===== config.mk =====
export PLATFORM = sky130hd
export DESIGN_NAME = mkio_transmitter
export DESIGN_NICKNAME = d
export VERILOG_FILES = /design/src/rtl/mkio_pkg.sv /design/src/rtl/mkio_bit_timer.sv /design/src/rtl/mkio_transmitter.sv
export SDC_FILE = /design/constraint.sdc
export NUM_CORES = 1
export LEC_CHECK = 0
export CAP_MARGIN = 10
export CORE_MARGIN = 3
export CORE_UTILIZATION = 55
export CTS_CLUSTER_DIAMETER = 50
export DETAILED_ROUTE_END_ITERATION = 16
export PLACE_DENSITY = 0.77
export SLEW_MARGIN = 30
export SYNTH_ARGS = -nofsm -noshare
export SYNTH_HDL_FRONTEND = slang
export SYNTH_HIERARCHICAL = 1
export SYNTH_SLANG_ARGS = --single-unit

===== constraint.sdc =====
create_clock -name clk -period 3.22 [get_ports clk]
set_input_delay 0.805 -clock clk [delete_from_list [all_inputs] [get_ports clk]]
set_output_delay 0.805 -clock clk [all_outputs]
set_load 0.01 [all_outputs]

===== src/rtl/mkio_pkg.sv =====
// Shared MIL-STD-1553 style definitions used by the MKIO transmitter and receiver.
// Holds the state encoding, the word's half-bit layout and the parity rule.
package mkio_pkg;

    typedef enum logic [1:0] {
        ST_IDLE   = 2'd0,
        ST_SYNC   = 2'd1,
        ST_DATA   = 2'd2,
        ST_PARITY = 2'd3
    } mkio_state_e;

    localparam int SYNC_HALFBITS   = 6;
    localparam int DATA_HALFBITS   = 32;
    localparam int PARITY_HALFBITS = 2;
    localparam int WORD_HALFBITS   = SYNC_HALFBITS + DATA_HALFBITS + PARITY_HALFBITS;

    // Last half-bit index of each section, counted from the start of the word.
    localparam logic [5:0] SYNC_FLIP = 6'(SYNC_HALFBITS / 2);
    localparam logic [5:0] SYNC_LAST = 6'(SYNC_HALFBITS - 1);
    localparam logic [5:0] DATA_LAST = 6'(SYNC_HALFBITS + DATA_HALFBITS - 1);
    localparam logic [5:0] WORD_LAST = 6'(WORD_HALFBITS - 1);

    // Odd parity over data plus parity bit: set when the data has an even ones count.
    function automatic logic odd_parity(input logic [15:0] d);
        return ~^d;
    endfunction

endpackage


===== src/rtl/mkio_bit_timer.sv =====
// Half-bit cycle timer: restarts on load, counts while run is high and strobes
// expire in the last cycle of each half-bit.
module mkio_bit_timer #(
    parameter int HALF_BIT = 8
) (
    input  logic clk,
    input  logic reset,
    input  logic load,
    input  logic run,
    output logic expire
);

    logic [7:0] count_q;

    assign expire = run && (count_q == 8'(HALF_BIT - 1));

    always_ff @(posedge clk or posedge reset) begin
        if (reset) begin
            count_q <= '0;
        end else if (load || expire) begin
            count_q <= '0;
        end else if (run) begin
            count_q <= count_q + 8'd1;
        end
    end

endmodule


===== src/rtl/mkio_transmitter.sv =====
// MKIO word transmitter: serialises a 16-bit word as sync + Manchester II data
// + odd parity, 40 half-bits per word, driving a complementary line pair.
module mkio_transmitter
    import mkio_pkg::*;
#(
    parameter int HALF_BIT = 8
) (
    input  logic        clk,
    input  logic        reset,
    input  logic        tx_ready,
    input  logic [15:0] tx_data,
    input  logic        tx_cd,
    output logic        tx_busy,
    output logic        tx_done,
    output logic        line_p,
    output logic        line_n
);

    // Handshake: a word is taken on any rising edge with tx_ready=1 and tx_busy=0;
    // tx_ready is ignored while busy. tx_done pulses once in the first idle cycle.

    mkio_state_e state_q, state_d;
    logic [5:0]  hb_q, hb_d;
    logic [15:0] shreg_q, shreg_d;
    logic        cd_q, cd_d;
    logic        par_q, par_d;
    logic        done_q, done_d;
    logic        load;
    logic        expire;
    logic        line_bit;

    mkio_bit_timer #(
        .HALF_BIT(HALF_BIT)
    ) u_timer (
        .clk   (clk),
        .reset (reset),
        .load  (load),
        .run   (tx_busy),
        .expire(expire)
    );

    always_ff @(posedge clk or posedge reset) begin
        if (reset) begin
            state_q <= ST_IDLE;
            hb_q    <= '0;
            shreg_q <= '0;
            cd_q    <= 1'b0;
            par_q   <= 1'b0;
            done_q  <= 1'b0;
        end else begin
            state_q <= state_d;
            hb_q    <= hb_d;
            shreg_q <= shreg_d;
            cd_q    <= cd_d;
            par_q   <= par_d;
            done_q  <= done_d;
        end
    end

    always_comb begin
        state_d = state_q;
        hb_d    = hb_q;
        shreg_d = shreg_q;
        cd_d    = cd_q;
        par_d   = par_q;
        done_d  = 1'b0;
        load    = 1'b0;
        case (state_q)
            ST_IDLE: begin
                if (tx_ready) begin
                    state_d = ST_SYNC;
                    hb_d    = '0;
                    shreg_d = tx_data;
                    cd_d    = tx_cd;
                    par_d   = odd_parity(tx_data);
                    load    = 1'b1;
                end
            end
            ST_SYNC: begin
                if (expire) begin
                    hb_d = hb_q + 6'd1;
                    if (hb_q == SYNC_LAST) begin
                        state_d = ST_DATA;
                    end
                end
            end
            ST_DATA: begin
                if (expire) begin
                    hb_d = hb_q + 6'd1;
                    // Odd half-bit index is the second half of a data bit.
                    if (hb_q[0]) begin
                        shreg_d = {shreg_q[14:0], 1'b0};
                    end
                    if (hb_q == DATA_LAST) begin
                        state_d = ST_PARITY;
                    end
                end
            end
            ST_PARITY: begin
                if (expire) begin
                    if (hb_q == WORD_LAST) begin
                        state_d = ST_IDLE;
                        hb_d    = '0;
                        done_d  = 1'b1;
                    end else begin
                        hb_d = hb_q + 6'd1;
                    end
                end
            end
            default: state_d = ST_IDLE;
        endcase
    end

    // Data and parity start on even half-bit indices, so hb_q[0] selects the half.
    always_comb begin
        line_bit = 1'b0;
        case (state_q)
            ST_SYNC:   line_bit = (hb_q < SYNC_FLIP) ? ~cd_q : cd_q;
            ST_DATA:   line_bit = shreg_q[15] ^ hb_q[0];
            ST_PARITY: line_bit = par_q ^ hb_q[0];
            default:   line_bit = 1'b0;
        endcase
    end

    assign tx_busy = (state_q != ST_IDLE);
    assign tx_done = done_q;
    assign line_p  = line_bit;
    assign line_n  = tx_busy & ~line_bit;

endmodule


# After elaboration in Yosys (flattened, before gate mapping)
# Index checks and enable logic that the tools add are counted.
# W data, S select, Z words.
[word_totals]
ff_bits = 35
elab_cells = 69
in_bits = 20
[classes]
eq_ne = 16
reduce_logical = 12
add_sub_neg = 2
n_lt_le_gt_ge = 1
bitwise = 5
n_mux = 26
[op_table]
columns = ["cell", "n"]
rows = [
  ["$mux W16", 3],
  ["$pmux W16 S2", 1],
  ["$mux W6", 4],
  ["$pmux W6 S3", 1],
  ["$mux W8", 2],
  ["$reduce_xnor A16 Y1", 1],
  ["$mux W2", 7],
  ["$eq A6 B6 Y1 const B", 2],
  ["$ne A2 B2 Y1 const B", 5],
  ["$add A8 B1 Y8 const B", 1],
  ["$eq A8 B3 Y1 const B", 1],
  ["$ne A2 B1 Y1 const B", 4],
  ["$pmux W2 S4", 1],
  ["$reduce_and A7 Y1", 1],
  ["$add A6 B1 Y6 const B", 1],
  ["$eq A6 B3 Y1 const B", 1],
  ["$lt A6 B2 Y1 const B", 1],
  ["$mux W1", 6],
  ["$reduce_bool A2 Y1", 3],
  ["$eq A2 B2 Y1 const B", 2],
  ["$reduce_and A4 Y1", 1],
  ["$pmux W1 S3", 1],
  ["$reduce_and A3 Y1", 1],
  ["$eq A2 B1 Y1 const B", 1],
  ["other kinds (8)", 10],
]

# Depth between registers and ports, before layout
# Gate-level depths: netlist of run 1.
[logic_depth]
depth_word = 5
mapped_depth = 12
ltp_nobuf = 9

# Modules after synthesis
# The synthesis of run 1 kept the hierarchy.
[by_module_without_submodules]
columns = ["mod", "cells_per_inst", "seq_area_each_um2", "area_each_um2", "instances"]
rows = [
  ["mkio_transmitter", 167, 675.6, 1597.8, 1],
  ["mkio_bit_timer", 42, 200.2, 420.4, 1],
]

# Worst setup path before layout of run 1
# Ideal clock, no wire load.
[synth_timing]
path_kind = "reg-to-reg"
from = "reg state_q[0]"
to = "reg shreg_q[5]"
setup_time_ns = 0.077
path_slack_ns = 0.847
t_arrival_ns = 2.295
synth_period_minus_slack_ns = 2.373
required_ns = 3.143
path_stages_with_launch = 13
cell_sequence = "dfrtp_1 inv_1 ha_1 clkbuf_2 inv_2 buf_2 nand2_1 nor3_1 nand2_1 a211oi_2 buf_2 nor2_1 a21oi_1"
[synth_between]
elab_chain_cells = 4
word_cells_on_any_way = 10
classes_between = "4 x eq/ne; 1 x mux; 5 x reduce/logical"
[synth_rtl]
columns = ["item", "line", "rtl"]
rows = [
  ["start, declared", "mkio_transmitter.sv:22", "mkio_state_e state_q, state_d;"],
  ["start signal, assigned", "mkio_transmitter.sv:51", "state_q <= state_d;"],
  ["$reduce_bool A2 Y1", "mkio_transmitter.sv:125", "assign tx_busy = (state_q != ST_IDLE);"],
  ["net tx_busy", "mkio_transmitter.sv:13", "output logic tx_busy,"],
  ["$logic_and A1 B1 Y1", "mkio_bit_timer.sv:15", "assign expire = run && (count_q == 8'(HALF_BIT - 1));"],
  ["net expire", "mkio_transmitter.sv:29", "logic expire;"],
  ["$ne A2 B1 Y1 (no line)", "-", ""],
  ["$reduce_and A4 Y1 (no line)", "-", ""],
  ["end signal, assigned", "mkio_transmitter.sv:53", "shreg_q <= shreg_d;"],
  ["end, declared", "mkio_transmitter.sv:24", "logic [15:0] shreg_q, shreg_d;"],
]
# The timed path passes the listed nets, and every way through them passes these cells.
# A chain may end at the register's enable or synchronous reset.

# Final worst setup path of run 1
[layout_timing]
from = "reg hb_q[0]"
to = "out line_p"
[layout_between]
elab_chain_cells = 3
word_cells_on_any_way = 5
classes_between = "1 x order compare; 2 x mux; 2 x bitwise"
[layout_rtl]
columns = ["item", "line", "rtl"]
rows = [
  ["start, declared", "mkio_transmitter.sv:23", "logic [5:0] hb_q, hb_d;"],
  ["start signal, assigned", "mkio_transmitter.sv:45", "hb_q <= '0;"],
  ["start signal, assigned", "mkio_transmitter.sv:52", "hb_q <= hb_d;"],
  ["$lt A6 B2 Y1", "mkio_transmitter.sv:118", "ST_SYNC: line_bit = (hb_q < SYNC_FLIP) ? ~cd_q : cd_q;"],
  ["$mux W1", "mkio_transmitter.sv:118", ""],
  ["$pmux W1 S3 (*)", "mkio_transmitter.sv:117", "case (state_q)"],
  ["end, declared", "mkio_transmitter.sv:15", "output logic line_p,"],
]
# Every way passes the cells marked *; elsewhere a longest branch is shown, timed or not.

==> impl_metrics.yaml, run 1 <==
grt:
  grt_max_degree: 28
  antenna_found_initial: 0
  grt_overflow_total: 0
  grt_first_pass_wirelength_microns: 7030
  track_usage_pct: 21.4
  grt_pass1_vias: 1638
finish:
  stdcell_area_sq_um: 2410
  antennaDiodeCount: 0
  final_core_util_pct: 69.9
  syn2layout_area_growth_pct: 19.3
  fillCellCount: 271
  layout-drive-gt1-share_pct: 10.0
  nets: 265
worst_setup_path:
  crit_type: "register to primary output"
  cpMaxStageDelayCell: "dfrtp_2"
  crit_chain: "ha_2 > nor4b_4 > xor2_1 > a221o_1 > and2_1 > dlymetal6s2s_1"
  crit_required_ps: 2410
  start_kind: "register"
  cp_top_family: "flip-flops"
  cp_max_fo: 6
  path_buf_inv: 1
  crit_path_max_incr_delay_ps: 440
  critPathCaptureType: "primary output"
  critPathArrivalTime_ps: 2020
clocking:
  worstSkewPairLatency_ps: 290
  cts_root_buf: "clkbuf_8"
  clkTransAtPathRegs_ps: 70
  cts_buffers: 5
  clock_sinks: 35
  cts_buffer_depth: 2
  cts_hold_buffers: 0
  cts_tree: "done"
  h-tree-depth: 2
route:
  drtAntennaViolNets: 0
  post_drt_via_cell_ratio: 5.57
  wl_met1_microns: 1790
  drc: 0
  first_pass_iters: 4
  vias: 1588
  routed.top_layer: "met4"
  routed_wl_microns: 4220
  wl_per_cell_microns: 14.8
  drtIter0Drc: 69
  met2WireLength_microns: 2080
  dr_wl_met3_microns: 195
die:
  dieHeight_microns: 66.6
  io_pins: 24
  dieWidth_microns: 66.6
  core-area_sq_um: 3440
  initial_core_util_pct: 58.6
  rows: 21
  die_area_sq_um: 4430
timing:
  max_freq_mhz: 354
  setup_viol: 0
  fin_ws_ps: 395
  slew_violations: 0
  fin_crit_sh_pct: 87.7
  hold_viol: 0
  rsz0062_at_grt: "no"
  clock_skew_ps: 7.62
  tns_ps: 0
  slew_headroom_pct: 76.6
  worst_pin_slew_ps: 351
  post-route-min-period_ps: 2820
  whs_ps: 532
place:
  dp_hpwl_microns: 3160
  placed_cell_area_sq_um: 2310
  gp_congestion: 0.884
  post-place-ws_ps: 317
  io_buffers: 23
power_and_ir_drop:
  p_leak_nw: 1.03
  peakVddDrop_uv: 280
  powerDensity_nw_per_um2: 362
flow_run:
  maxCapViolations: 0
synth:
  synth_cells: 209
  synth_flop_cell: "dfrtp_1"
  syn_area_sq_um: 2020
  synth_async_sr_flop_share_pct: 100
  synth_cell_types: 37
  synth_top_area_cell: "dfrtp_1"
  ys_ff_latch: 35
  yosys.area.top_type_share_pct: 43.4
  synth_area_leaders: "dfrtp_1 43%, mux2i_1 8.9%, xnor2_1 6.5%"
  synth_commonest_cells: "35 x dfrtp_1, 29 x nor2_1, 21 x a21oi_1, 18 x mux2i_1, 15 x xnor2_1"
  syn_nets: 236
  yosys_warnings: 6
  yosysMostFrequentCell: "dfrtp_1"
  ys_seq_area_share_pct: 43.4
  synth-edff-count: 0
  syn_area_per_cell_sq_um: 9.66
worst_hold_path:
  min_path_type: "register to register"
run_status:
  status: "completed"
-- cells by family after synthesis --
family                     synth area share, %
AOI/OAI and AO/OA                         12.0
xor gates and xnor gates                  9.98
adders and majority gates                 4.34
buffers and inverters                     4.28
DFF                                       43.4
muxes                                     9.49
and+or+nand+nor                           16.6
-- sequential cells by signal, summed over array words and instances (netlist names) --
register,flops
cd_q,1
hb_q,6
par_q,1
shreg_q,16
state_q,2
tx_done,1
u_timer/count_q,8
-- report_power, final --
group / switching, mW / total (mW) / internal [mW]
combinational: 0.0440 / 0.0998 / 0.0558
sequential: 0.00712 / 0.458 / 0.451
clock: 0.163 / 0.314 / 0.151
-- worst paths after layout --
path / from / to / slack [ps] / cells after the start
setup / recovery: hb_q[0]$_DFFE_PP0P_ / line_p / 400 / 6
hold / removal: shreg_q[1]$_DFFE_PP0P_ / shreg_q[1]$_DFFE_PP0P_ / 530 / 2
setup reg to reg: state_q[0]$_DFFE_PP0P_ / shreg_q[5]$_DFFE_PP0P_ / 790 / 11
hold reg to reg: shreg_q[1]$_DFFE_PP0P_ / shreg_q[1]$_DFFE_PP0P_ / 530 / 2
max in group asynchronous: reset / hb_q[0]$_DFFE_PP0P_ / 2050 / 3
min in group asynchronous: reset / u_timer/count_q[4]$_DFFE_PP0P_ / 770 / 2
-- layer usage --
| metal | vias up | GRT usage [%] |
|---|---|---|
| met5 | - | 0 |
| met4 | 0 | 16.0 |
| met3 | 16 | 6.07 |
| met2 | 41 | 33.7 |
| met1 | 756 | 24.5 |
| li1 | 775 | - |
-- final cells by class --
class / instances / area, sq um / area share, %
tap: 46 / 57.6 / 2.39
clock inverter: 2 / 12.5 / 0.520
sequential: 35 / 877 / 36.4
clock buffer: 6 / 72.6 / 3.01
timing repair buffer: 29 / 280 / 11.6
inverter: 13 / 48.8 / 2.03
multi-input combinational: 154 / 1060 / 44.0
-- tightest hold or removal path: cells and delay by family (launching register included) --
family	cells	cell delay, ps
flip-flops	1	350
AO/OA/AOI/OAI	1	100
AND/OR/NAND/NOR	1	50
-- layout by cell type, fill, tap and decap left out, drive strengths merged, types with 7 or more instances in the layout --
cell and n:
nand2 12, xnor2 15, dfrtp 35, ha 7, xor2 8, o21ai 9
a21oi 21, mux2i 18, inv 13, nor2 30, clkdlybuf4s50 21
-- stage by stage --
stage,power [mW],cells
after global placement,0.564,276
final,0.872,285
after global routing,0.906,285
after floorplan,0.525,209
after detailed placement,0.568,276
after CTS,0.879,284
-- timing repair --
| item | 4_1_cts | 5_1_grt |
|---|---|---|
| buffers inserted | 0 | 1 |
| endpoints found under the setup margin | 2 | 2 |
| gates resized for setup | 1 | 3 |
Note: power is estimated with default switching activity, not from simulation.
==> inputs of run 2 (changes only) <==
- CORE_MARGIN: 3 -> 2
- CORE_UTILIZATION: 55 -> 63
- DONT_BUFFER_PORTS: default -> 1
==> run 2 against run 1 <==
  * Die area is 17% lower
  * Flip-flop and latch count stayed put
  * Setup slack got worse by 120 ps
  * Non-clock buffer count down 27
  * Sequential power about the same
  * Fmax fell by 4.2%
  * Utilization rose by 0.062 points
  * Worst hold slack lost 240 ps
  * Register-to-register slack worse by 520 ps
  * Clock power is 6% higher
  * Largest cell class unchanged
  * Largest power group unchanged
  * Highest routed layer unchanged
==> impl_metrics.yaml, run 2 (same netlist as run 1, synthesis figures left out) <==
worst_setup_path:
  crit_required_ps: 3440
  path_buf_inv: 3
  cpMaxStageDelayCell: "nor3_1"
  start_kind: "register"
  critPathArrivalTime_ps: 3170
  cp_top_family: "simple AND/OR/NAND/NOR gates"
  crit_chain: "inv_1 > ha_1 > inv_2 > nand2_1 > nor3_1 > nand2_1 > a211oi_2 > buf_4 > nor2b_1 > a31o_2"
  path_common_cell: "nand2_1"
  crit_type: "register to register"
  crit_path_max_incr_delay_ps: 610
  cp_max_fo: 31
  critPathCaptureType: "register"
worst_hold_path:
  min_path_type: "primary input to async pin"
timing:
  slew_headroom_pct: 54.4
  post-route-min-period_ps: 2950
  whs_ps: 288
  tns_ps: 0
  rsz0062_at_grt: "no"
  hold_viol: 0
  clock_skew_ps: 17.8
  max_freq_mhz: 339
  fin_ws_ps: 272
  fin_crit_sh_pct: 91.6
  slew_violations: 0
  worst_pin_slew_ps: 679
  setup_viol: 0
route:
  wl_per_cell_microns: 15.6
  drtAntennaViolNets: 0
  drtIter0Drc: 149
  vias: 1502
  first_pass_iters: 4
  routed_wl_microns: 4000
  post_drt_via_cell_ratio: 5.87
  drc: 0
flow_run:
  maxCapViolations: 0
clocking:
  cts_tree: "done"
  cts_buffers: 5
  h-tree-depth: 2
  cts_buffer_depth: 2
  cts_hold_buffers: 0
  post_cts_buffers: 0
  cts_root_buf: "clkbuf_4"
  clkTransAtPathRegs_ps: 120
  post_cts_resize_count: 0
  clock_sinks: 35
  worstSkewPairLatency_ps: 340
die:
  die_area_sq_um: 3670
  dieHeight_microns: 60.6
  initial_core_util_pct: 66.1
  core-area_sq_um: 3050
  io_pins: 24
  rows: 20
  dieWidth_microns: 60.6
grt:
  track_usage_pct: 25.4
  grt_max_degree: 32
  grt_first_pass_wirelength_microns: 6910
  grt_pass1_vias: 1533
  grt_overflow_total: 0
  antenna_found_initial: 0
run_status:
  status: "completed"
finish:
  fillCellCount: 249
  fin_cells: 256
  layout-drive-gt1-share_pct: 9.43
  syn2layout_area_growth_pct: 5.89
  nets: 238
  antennaDiodeCount: 0
  largest_register_ffs: 16
  final_cell_mix: "35 x dfrtp_1, 29 x nor2_1, 21 x a21oi_1"
  top_register: "shreg_q"
  reg_top3: "shreg_q (16), u_timer/count_q (8), hb_q (6)"
  layout_commonest_cell: "dfrtp_1"
place:
  gp_congestion: 0.918
  post-place-ws_ps: 455
  io_buffers: 0
  dp_hpwl_microns: 2970
  dpl.cell_count: 248
power_and_ir_drop:
  total_power_mw: 0.862
  powerDensity_nw_per_um2: 403
  p_leak_nw: 0.911
  peakVddDrop_uv: 279
==> run 2: power by group <==
group          internal [mW]  switching (mW)
combinational         0.0355          0.0354
clock                  0.184           0.150
sequential             0.451         0.00654
==> run 2: cell type report <==
| cell class | instances | area [sq um] | share of cell area, % |
|---|---|---|---|
| sequential | 35 | 876 | 41.0 |
| clock inverter | 2 | 35.0 | 1.64 |
| inverter | 13 | 48.8 | 2.28 |
| tap | 44 | 55.1 | 2.58 |
| clock buffer | 6 | 51.3 | 2.40 |
| timing repair buffer | 2 | 15.0 | 0.703 |
| multi-input combinational | 154 | 1060 | 49.4 |
==> run 2: worst paths after layout <==
kind / from / end / slack, ps / cells after the start
max: state_q[0]$_DFFE_PP0P_ / shreg_q[0]$_DFFE_PP0P_ / 270 / 10
max in group asynchronous: reset / cd_q$_DFFE_PP0P_ / 2450 / 1
min reg2reg: shreg_q[12]$_DFFE_PP0P_ / shreg_q[12]$_DFFE_PP0P_ / 540 / 2
min: reset / u_timer/count_q[2]$_DFFE_PP0P_ / 290 / 1
max reg2reg: state_q[0]$_DFFE_PP0P_ / shreg_q[0]$_DFFE_PP0P_ / 270 / 10
min in group clk: shreg_q[12]$_DFFE_PP0P_ / shreg_q[12]$_DFFE_PP0P_ / 540 / 2
==> run 2: layer usage <==
| layer | wire, microns | track usage, % | up-vias |
|---|---|---|---|
| li1 | - | - | 718 |
| met1 | 1720 | 33.1 | 727 |
| met2 | 1930 | 41.9 | 47 |
| met3 | 290 | 6.18 | 10 |
| met4 | 57 | 8.07 | 0 |
| met5 | 0 | 0 | - |
==> run 2: per-stage QoR <==
step | instance area, sq um | utilization [%]
floorplan | 2020 | -
global placement | 2050 | 67.2
detailed placement | 2050 | 67.2
CTS | 2140 | 70.0
global route | 2140 | 70.0
finish | 2140 | 70.0
==> run 2: worst register-to-register path, cell delays in order, from the launching register on <==
cell and delay (ps):
dfrtp_1 400, inv_1 90, ha_1 310, inv_2 230, nand2_1 180, nor3_1 610, nand2_1 150, a211oi_2 230
buf_4 320, nor2b_1 100, a31o_2 220
==> inputs of run 3 (changes only) <==
- CORE_MARGIN: 2 -> default
- CORE_UTILIZATION: 63 -> 50
- PLACE_DENSITY: 0.77 -> 0.63
==> run 3 against run 2 <==
  * Design area grew 0.53%
  * Clock power is 7.2% lower
  * Cell count rose by 2.0%
  * Flip-flop and latch count stayed put
  * Fmax increased by 5.3%
  * Combinational power grew 1%
  * Count of clock-buffer cells in the layout unchanged
  * Worst hold slack improved by 58 ps
  * Largest power group unchanged
==> impl_metrics.yaml, run 3 (same netlist as run 1, synthesis figures left out) <==
die:
  core-area_sq_um: 3770
  rows: 22
  initial_core_util_pct: 53.5
  dieWidth_microns: 65.5
  die_area_sq_um: 4290
  io_pins: 24
  dieHeight_microns: 65.5
finish:
  layout-drive-gt1-share_pct: 9.39
  layout_commonest_cell: "dfrtp_1"
  fillCellCount: 333
  antennaDiodeCount: 0
  nets: 239
  reg_top3: "shreg_q (16), u_timer/count_q (8), hb_q (6)"
  stdcell_area_sq_um: 2150
  final_cell_mix: "35 x dfrtp_1, 29 x nor2_1, 21 x a21oi_1"
  final_core_util_pct: 57.0
  top_register: "shreg_q"
  syn2layout_area_growth_pct: 6.45
  largest_register_ffs: 16
clocking:
  cts_hold_buffers: 0
  clkTransAtPathRegs_ps: 70
  cts_tree: "done"
  post_cts_resize_count: 0
  h-tree-depth: 2
  cts_root_buf: "clkbuf_8"
  cts_buffers: 5
  post_cts_buffers: 0
  clock_sinks: 35
  worstSkewPairLatency_ps: 280
  cts_buffer_depth: 2
place:
  gp_congestion: 0.845
  placed_cell_area_sq_um: 2060
  io_buffers: 0
  dp_hpwl_microns: 2850
worst_setup_path:
  crit_chain: "ha_1 > nor4b_4 > xor2_1 > a221o_1 > nor2_1"
  start_kind: "register"
  crit_required_ps: 2410
  cpMaxStageDelayCell: "dfrtp_1"
  critPathCaptureType: "primary output"
  critPathArrivalTime_ps: 1990
  crit_type: "register to primary output"
  crit_path_max_incr_delay_ps: 470
  cp_max_fo: 8
timing:
  worst_pin_slew_ps: 585
  tns_ps: 0
  slew_headroom_pct: 61.0
  hold_viol: 0
  setup_viol: 0
  max_freq_mhz: 357
  post-route-min-period_ps: 2800
  fin_crit_sh_pct: 86.9
  clock_skew_ps: 7.37
  slew_violations: 0
  rsz0062_at_grt: "no"
grt:
  grt_first_pass_wirelength_microns: 6650
  grt_pass1_vias: 1500
  antenna_found_initial: 0
  grt_max_degree: 32
  track_usage_pct: 20.6
  grt_overflow_total: 0
route:
  drc: 0
  post_drt_via_cell_ratio: 5.67
  drtAntennaViolNets: 0
  vias: 1479
  drtIter0Drc: 89
  wl_per_cell_microns: 14.8
  first_pass_iters: 4
  routed_wl_microns: 3870
power_and_ir_drop:
  powerDensity_nw_per_um2: 391
  p_leak_nw: 0.909
  peakVddDrop_uv: 277
flow_run:
  maxCapViolations: 0
run_status:
  status: "completed"
worst_hold_path:
  min_path_type: "primary input to async pin"
[run 3: cell count changes in the layout (fill, tap and decap cells not counted), sizes merged]
cell,previous run,this run
buf,2,3
bufinv,1,0
clkinvlp,0,1
[run 3: per-layer routing]
layer / wire length [microns] / up-vias / share of wire, % / GRT usage [%]
met5: 0 / - / 0 / 0
met4: 14 / 0 / 0.36 / 5.98
met3: 257 / 2 / 6.6 / 6.25
met2: 1880 / 49 / 49 / 34.0
met1: 1710 / 702 / 44 / 25.9
li1: - / 726 / - / -
[run 3: critical path: cells and delay by family (launching register included)]
family	cells	cell delay, ps
DFF	1	470
and+or+nand+nor	2	460
AOI/OAI and AO/OA	1	370
adders and majority gates	1	320
xor gates and xnor gates	1	90
[run 3: area by class of cell]
type	count	area [sq um]	share of cell area [%]
Clock buffer	6	72.6	3.38
Clock inverter	2	12.5	0.582
Inverter	13	48.8	2.27
Multi-Input combinational cell	154	1060	49.2
Sequential cell	35	876	40.8
Tap cell	48	60.1	2.80
Timing Repair Buffer	3	22.5	1.05
[run 3: where the power goes]
part	total, mW	internal (mW)	switching, mW
logic	0.0719	0.0354	0.0365
registers	0.459	0.451	0.00709
clock network	0.309	0.151	0.157
total	0.839	0.638	0.201
[run 3: stage by stage]
stage	total power, mW	std cells	setup slack, ps	hold WS (ps)
after global placement	0.536	253	740	511
after detailed placement	0.539	253	677	522
after global routing	0.884	261	313	349
after floorplan	0.525	209	847	471
final	0.839	261	421	346
after CTS	0.853	261	405	346
[run 3: path summary, 6_finish.rpt]
check | slack (ps) | cells past startpoint | start | to
setup / recovery | 420 | 5 | hb_q[0]$_DFFE_PP0P_ | line_n
setup reg to reg | 680 | 11 | state_q[0]$_DFFE_PP0P_ | shreg_q[0]$_DFFE_PP0P_
min in group clk | 530 | 2 | shreg_q[7]$_DFFE_PP0P_ | shreg_q[7]$_DFFE_PP0P_
hold / removal | 350 | 1 | reset | u_timer/count_q[3]$_DFFE_PP0P_
max in group asynchronous | 2370 | 1 | reset | shreg_q[3]$_DFFE_PP0P_
hold reg to reg | 530 | 2 | shreg_q[7]$_DFFE_PP0P_ | shreg_q[7]$_DFFE_PP0P_
